===== src/rtl/seven_seg_decoder.sv =====
// Readback decoder for a scanned, active-low 4-digit seven-segment bus; rebuilds the 16-bit hex value.
// Optional stale-frame watchdog enabled by defining SEVSEG_DEC_TIMEOUT_EN.
module seven_seg_decoder #(
  parameter int unsigned SETTLE_CYCLES  = 16,
  parameter int unsigned CNT_W          = 8,
  parameter int unsigned TIMEOUT_CYCLES = 1000000
) (
  input  logic        clk,
  input  logic        rst_n,
  input  logic [6:0]  seg,
  input  logic [3:0]  anodes,
  output logic [15:0] value,
  output logic        frame_valid,
  output logic        code_err,
  output logic [1:0]  err_digit,
  output logic        stale
);

  typedef enum logic [1:0] {IDLE, SETTLE, HOLD} state_t;

  state_t           state;
  logic [CNT_W-1:0] cnt;
  logic [6:0]       seg_q, seg_p;
  logic [3:0]       an_q, an_p;
  logic [15:0]      slots;
  logic [3:0]       mask;
  logic             cap_err_q;
  logic [1:0]       cap_idx_q;

  logic             an_ok;
  logic [1:0]       an_idx;
  logic             same;
  logic             g_ok;
  logic [3:0]       g_nib;

  function automatic logic [4:0] glyph_decode(input logic [6:0] s);
    case (s)
      7'b0000001: glyph_decode = {1'b1, 4'h0};
      7'b1001111: glyph_decode = {1'b1, 4'h1};
      7'b0010010: glyph_decode = {1'b1, 4'h2};
      7'b0000110: glyph_decode = {1'b1, 4'h3};
      7'b1001100: glyph_decode = {1'b1, 4'h4};
      7'b0100100: glyph_decode = {1'b1, 4'h5};
      7'b0100000: glyph_decode = {1'b1, 4'h6};
      7'b0001111: glyph_decode = {1'b1, 4'h7};
      7'b0000000: glyph_decode = {1'b1, 4'h8};
      7'b0001100: glyph_decode = {1'b1, 4'h9};
      7'b0001000: glyph_decode = {1'b1, 4'hA};
      7'b1100000: glyph_decode = {1'b1, 4'hB};
      7'b0110001: glyph_decode = {1'b1, 4'hC};
      7'b1000010: glyph_decode = {1'b1, 4'hD};
      7'b0110000: glyph_decode = {1'b1, 4'hE};
      7'b0111000: glyph_decode = {1'b1, 4'hF};
      default:    glyph_decode = {1'b0, 4'h0};
    endcase
  endfunction

  always_comb begin
    an_ok  = 1'b1;
    an_idx = 2'd0;
    case (an_q)
      4'b1110: an_idx = 2'd0;
      4'b1101: an_idx = 2'd1;
      4'b1011: an_idx = 2'd2;
      4'b0111: an_idx = 2'd3;
      default: an_ok  = 1'b0;
    endcase
  end

  assign same           = ({seg_q, an_q} == {seg_p, an_p});
  assign {g_ok, g_nib}  = glyph_decode(seg_q);

  always_ff @(posedge clk or negedge rst_n) begin
    if (!rst_n) begin
      seg_q       <= '1;
      seg_p       <= '1;
      an_q        <= '1;
      an_p        <= '1;
      state       <= IDLE;
      cnt         <= '0;
      slots       <= '0;
      mask        <= '0;
      value       <= '0;
      frame_valid <= 1'b0;
      code_err    <= 1'b0;
      err_digit   <= 2'd0;
      cap_err_q   <= 1'b0;
      cap_idx_q   <= 2'd0;
    end else begin
      seg_q       <= seg;
      an_q        <= anodes;
      seg_p       <= seg_q;
      an_p        <= an_q;
      frame_valid <= 1'b0;
      code_err    <= 1'b0;
      cap_err_q   <= 1'b0;

      // Illegal-glyph report is delayed one cycle so it lines up with frame completion timing.
      if (cap_err_q) begin
        code_err  <= 1'b1;
        err_digit <= cap_idx_q;
      end

      case (state)
        IDLE: begin
          if (an_ok) begin
            state <= SETTLE;
            cnt   <= CNT_W'(1);
          end
        end
        SETTLE: begin
          if (!an_ok) begin
            state <= IDLE;
            cnt   <= '0;
          end else if (!same) begin
            cnt <= CNT_W'(1);
          end else if (cnt == CNT_W'(SETTLE_CYCLES - 1)) begin
            state <= HOLD;
            cnt   <= CNT_W'(SETTLE_CYCLES);
            if (g_ok) begin
              slots[{an_idx, 2'b00} +: 4] <= g_nib;
              mask[an_idx]                <= 1'b1;
            end else begin
              cap_err_q <= 1'b1;
              cap_idx_q <= an_idx;
            end
          end else begin
            cnt <= cnt + CNT_W'(1);
          end
        end
        HOLD: begin
          if (!same) begin
            if (an_ok) begin
              state <= SETTLE;
              cnt   <= CNT_W'(1);
            end else begin
              state <= IDLE;
              cnt   <= '0;
            end
          end
        end
        default: begin
          state <= IDLE;
          cnt   <= '0;
        end
      endcase

      // Placed last so completion overrides any mask update in the same cycle.
      if (mask == 4'hF) begin
        value       <= slots;
        frame_valid <= 1'b1;
        mask        <= '0;
      end
    end
  end

`ifdef SEVSEG_DEC_TIMEOUT_EN
  logic [31:0] tcnt;

  always_ff @(posedge clk or negedge rst_n) begin
    if (!rst_n) begin
      tcnt <= '0;
    end else if (frame_valid) begin
      tcnt <= '0;
    end else if (tcnt < 32'(TIMEOUT_CYCLES)) begin
      tcnt <= tcnt + 32'd1;
    end
  end

  assign stale = (tcnt >= 32'(TIMEOUT_CYCLES));
`else
  assign stale = 1'b0 & (TIMEOUT_CYCLES == 0);
`endif

endmodule


===== config.mk =====
export PLATFORM = sky130hd
export DESIGN_NAME = seven_seg_decoder
export DESIGN_NICKNAME = d
export VERILOG_FILES = /design/src/rtl/seven_seg_decoder.sv
export SDC_FILE = /design/constraint.sdc
export NUM_CORES = 1
export LEC_CHECK = 0
export BUFFER_PORTS_ARGS = -buffer_cell sky130_fd_sc_hd__buf_2
export CAP_MARGIN = 0
export CORE_ASPECT_RATIO = 2
export CORE_MARGIN = 8
export CORE_UTILIZATION = 55
export CTS_CLUSTER_SIZE = 12
export DETAILED_ROUTE_END_ITERATION = 10
export PLACE_DENSITY = 0.82
export SLEW_MARGIN = 10
export SYNTH_ARGS = -nofsm -noshare
export SYNTH_HDL_FRONTEND = slang
export SYNTH_SLANG_ARGS = --single-unit

===== constraint.sdc =====
create_clock -name clk -period 5.1 [get_ports clk]
set_clock_uncertainty 0.05 [all_clocks]
set_input_delay 1.02 -clock clk [delete_from_list [all_inputs] [get_ports clk]]
set_output_delay 1.02 -clock clk [all_outputs]
set_load 0.01 [all_outputs]

==> impl_metrics.ini <==
[outcome]
outcome = finished clean

[floorplanning]
core_area_um2 = 6570
row_count = 42
start_util_pct = 56.3
ioPinCount = 34
die_x_um = 74.0
die_area_um2 = 9770
die_h_um = 132

[routing]
avgRoutedWirePerCell_um = 15.3
viasPerCell = 5.50
dr.first_iter.drc_count = 140
drt_pass1_iterations = 5
via_count = 2605
route.detailed.drc = 0
ant_nets = 0
wl_um = 7240

[synth]
synth_top_family_by_area = simple AND/OR/NAND/NOR gates
synth_top_area_share_pct = 35.8
synthFlopType = dfrtp_1
ys_seq_area_share_pct = 51.5
netlist_area_um2 = 3700
synthXorXnorAreaFrac_pct = 4.43
ys_seq_elements = 75
synth_async_sr_flop_share_pct = 100
synthMuxAreaShare_pct = 6.15
synth_fp_nets = 371
ys_types = 62
yosysMostFrequentCell = nand2_1
synth_area_leaders = dfrtp_1 36%, dfstp_2 16%, nand2_1 7.4%
yosys.area.top_type = dfrtp_1
syn_avg_cell_area_um2 = 10.5
synthCells = 351
synth_fa_ha_area_share_pct = 2.37
synth-compound-area-share_pct = 11.2
synth_edf_count = 0
synth-simple-area-share_pct = 20.1
yosys_warnings = 0
synth.cells.most_frequent = 73 x nand2_1, 53 x dfrtp_1, 22 x dfstp_2, 21 x inv_1

[layout]
design_area_um2 = 4210
multi_input_area_um2 = 1640
seq_area_um2 = 1900
layout-drive-gt1-share_pct = 23.8
diodes = 0
area_growth_pct = 13.7
final.fill_count = 516
nNetsFinal = 401

[flow_run]
maxCapViolCount = 0

[cts]
post_cts_buffers = 0
cts_buffer_depth = 2
cts_hold_buf = 0
cts_resized = 0
insertion_delay_ns = 0.33
htreeDepth = 3
numCtsBuffers = 9
cts_tree = done
clock_sinks = 75
path_clk_slew_ns = 0.06
cts-root-buf = clkbuf_16

[power]
p_per_area_nw_per_um2 = 318
cellLeakagePower_nw = 1.94
ir_drop_v = 0.000234

[timing]
maxSlewHeadroom_pct = 53.5
fin_crit_sh_pct = 55.0
finalCriticalPeriod_ns = 2.80
setup_viol = 0
fmax_mhz = 357
fin_setup_tns_ns = 0
finalHoldViolCount = 0
rsz0062_at_grt = false
slew_violations = 0
worst_slew_pin_slew_ns = 0.691

[setup_path]
critPathMaxFanout = 17
path_class = flip-flop to flip-flop
crit_path_top_delay_cell = dfstp_2
cpPeakStageDelay_ns = 0.67
rr_worst_depth = 6
r2r-end = slots[1]
crit_required_ns = 5.27
cp-start-kind = flip-flop
regToRegSetupSlack_ns = 2.30
critical_path_arrival_ns = 2.97
cp_cell_sequence = xnor2_1 -> nand4_1 -> nor3_4 -> nand4_4 -> a211oi_4 -> mux2_4
rr_startpoint = seg_q[0]
end_kind = flip-flop

[placement]
finalWeightedCongestion = 0.865
io_buffers = 32
dpl-instance-area_um2 = 3910
dp.final_hpwl_um = 5400

[global_route]
grt_max_degree = 47
grt_pass1_wl_um = 12500
grt_overflow = 0
grt_antenna_before_repair = 0
grt_pass1_vias = 2642
gr-usage-all-layers_pct = 16.7

[min_path]
hold-path-cell-count = 0
hold_class = flip-flop to flip-flop
worstHoldStart = an_q[2]
hold_end = an_p[2]
==> routing by layer <==
layer	part of all wire [%]	GRT usage [%]
met1	37	17.5
met3	4.4	3.58
met4	4.9	12.6
met2	53	27.7
met5	0	0
==> cells by family (layout without fill, tap and decap cells) <==
family / after synthesis / in the layout
AO/OA/AOI/OAI: 49 / 49
multiplexers: 21 / 21
buffers and inverters: 36 / 71
AND/OR/NAND/NOR: 145 / 145
adder cells (fa/ha/maj): 7 / 7
flip-flops: 75 / 75
XOR/XNOR: 17 / 17
other: 1 / 1
==> critical path: cells and delay by family (launching register included) <==
| kind | cells | cell delay, ns |
|---|---|---|
| DFF | 1 | 0.67 |
| muxes | 1 | 0.33 |
| and+or+nand+nor | 3 | 1.02 |
| AOI/OAI and AO/OA | 1 | 0.45 |
| xor gates and xnor gates | 1 | 0.15 |
==> power by group <==
group	switching, mW	internal, mW	total [mW]
logic	0.0489	0.0308	0.0797
clock network	0.233	0.391	0.624
registers	0.0216	0.614	0.636
==> cells in the final DEF, fill, tap and decap left out, types with 3 or more instances in the layout <==
master / instances
nor3_1: 9
nand4b_1: 3
nor2_1: 12
o21ai_0: 10
nand4_1: 4
ha_1: 7
mux2i_1: 13
dfstp_2: 22
nand3_1: 9
o21a_1: 3
dfrtp_1: 53
and4_1: 3
nand2_1: 73
a21oi_1: 6
mux2_1: 4
o31ai_1: 3
nor3b_1: 3
o21bai_1: 3
a21o_1: 5
and2_1: 3
xnor2_1: 13
buf_2: 32
nor2b_1: 7
inv_1: 21
a211oi_4: 4
clkbuf_16: 9
==> layout make-up <==
cell class / instances / share of cell area, %
timing repair buffer: 34 / 4.16
tap: 88 / 2.62
inverter: 21 / 1.87
clock buffer: 12 / 5.86
sequential: 75 / 45.3
multi-input combinational: 240 / 39.0
clock inverter: 4 / 1.19
==> flip-flops by register name, summed over array words and instances, names as in the netlist <==
signal,count
value,16
cap_err_q,1
seg_p,7
slots,16
code_err,1
state,2
cnt,8
frame_valid,1
seg_q,7
mask,4
an_q,4
err_digit,2
cap_idx_q,2
an_p,4
==> how the worst max path moves through the flow <==
stage / start / to / slack, ns / cells past startpoint
3_5_place_dp: seg_q[0] / slots[1] / 2.28 / 6
5_1_grt: seg_q[0] / slots[1] / 2.14 / 6
6_report: seg_q[0] / slots[1] / 2.30 / 6
4_1_cts: seg_q[4] / slots[1] / 2.29 / 6
3_3_place_gp: seg_q[0] / slots[1] / 2.29 / 6
2_1_floorplan: seg_q[4] / slots[13] / 2.74 / 7
==> per-stage QoR <==
step                      util [%]  power, mW  setup slack [ns]  cells  hold WS (ns)
after floorplan                  -      0.696              2.74    351         0.302
after global placement        59.5      0.724              2.29    458         0.341
after detailed placement      59.5      0.726              2.28    458         0.346
after CTS                     64.0       1.35              2.29    474         0.353
after global routing          64.0       1.39              2.14    474         0.358
final                         64.0       1.34              2.30    474         0.353
No activity file was read; power rests on OpenSTA's default activity.
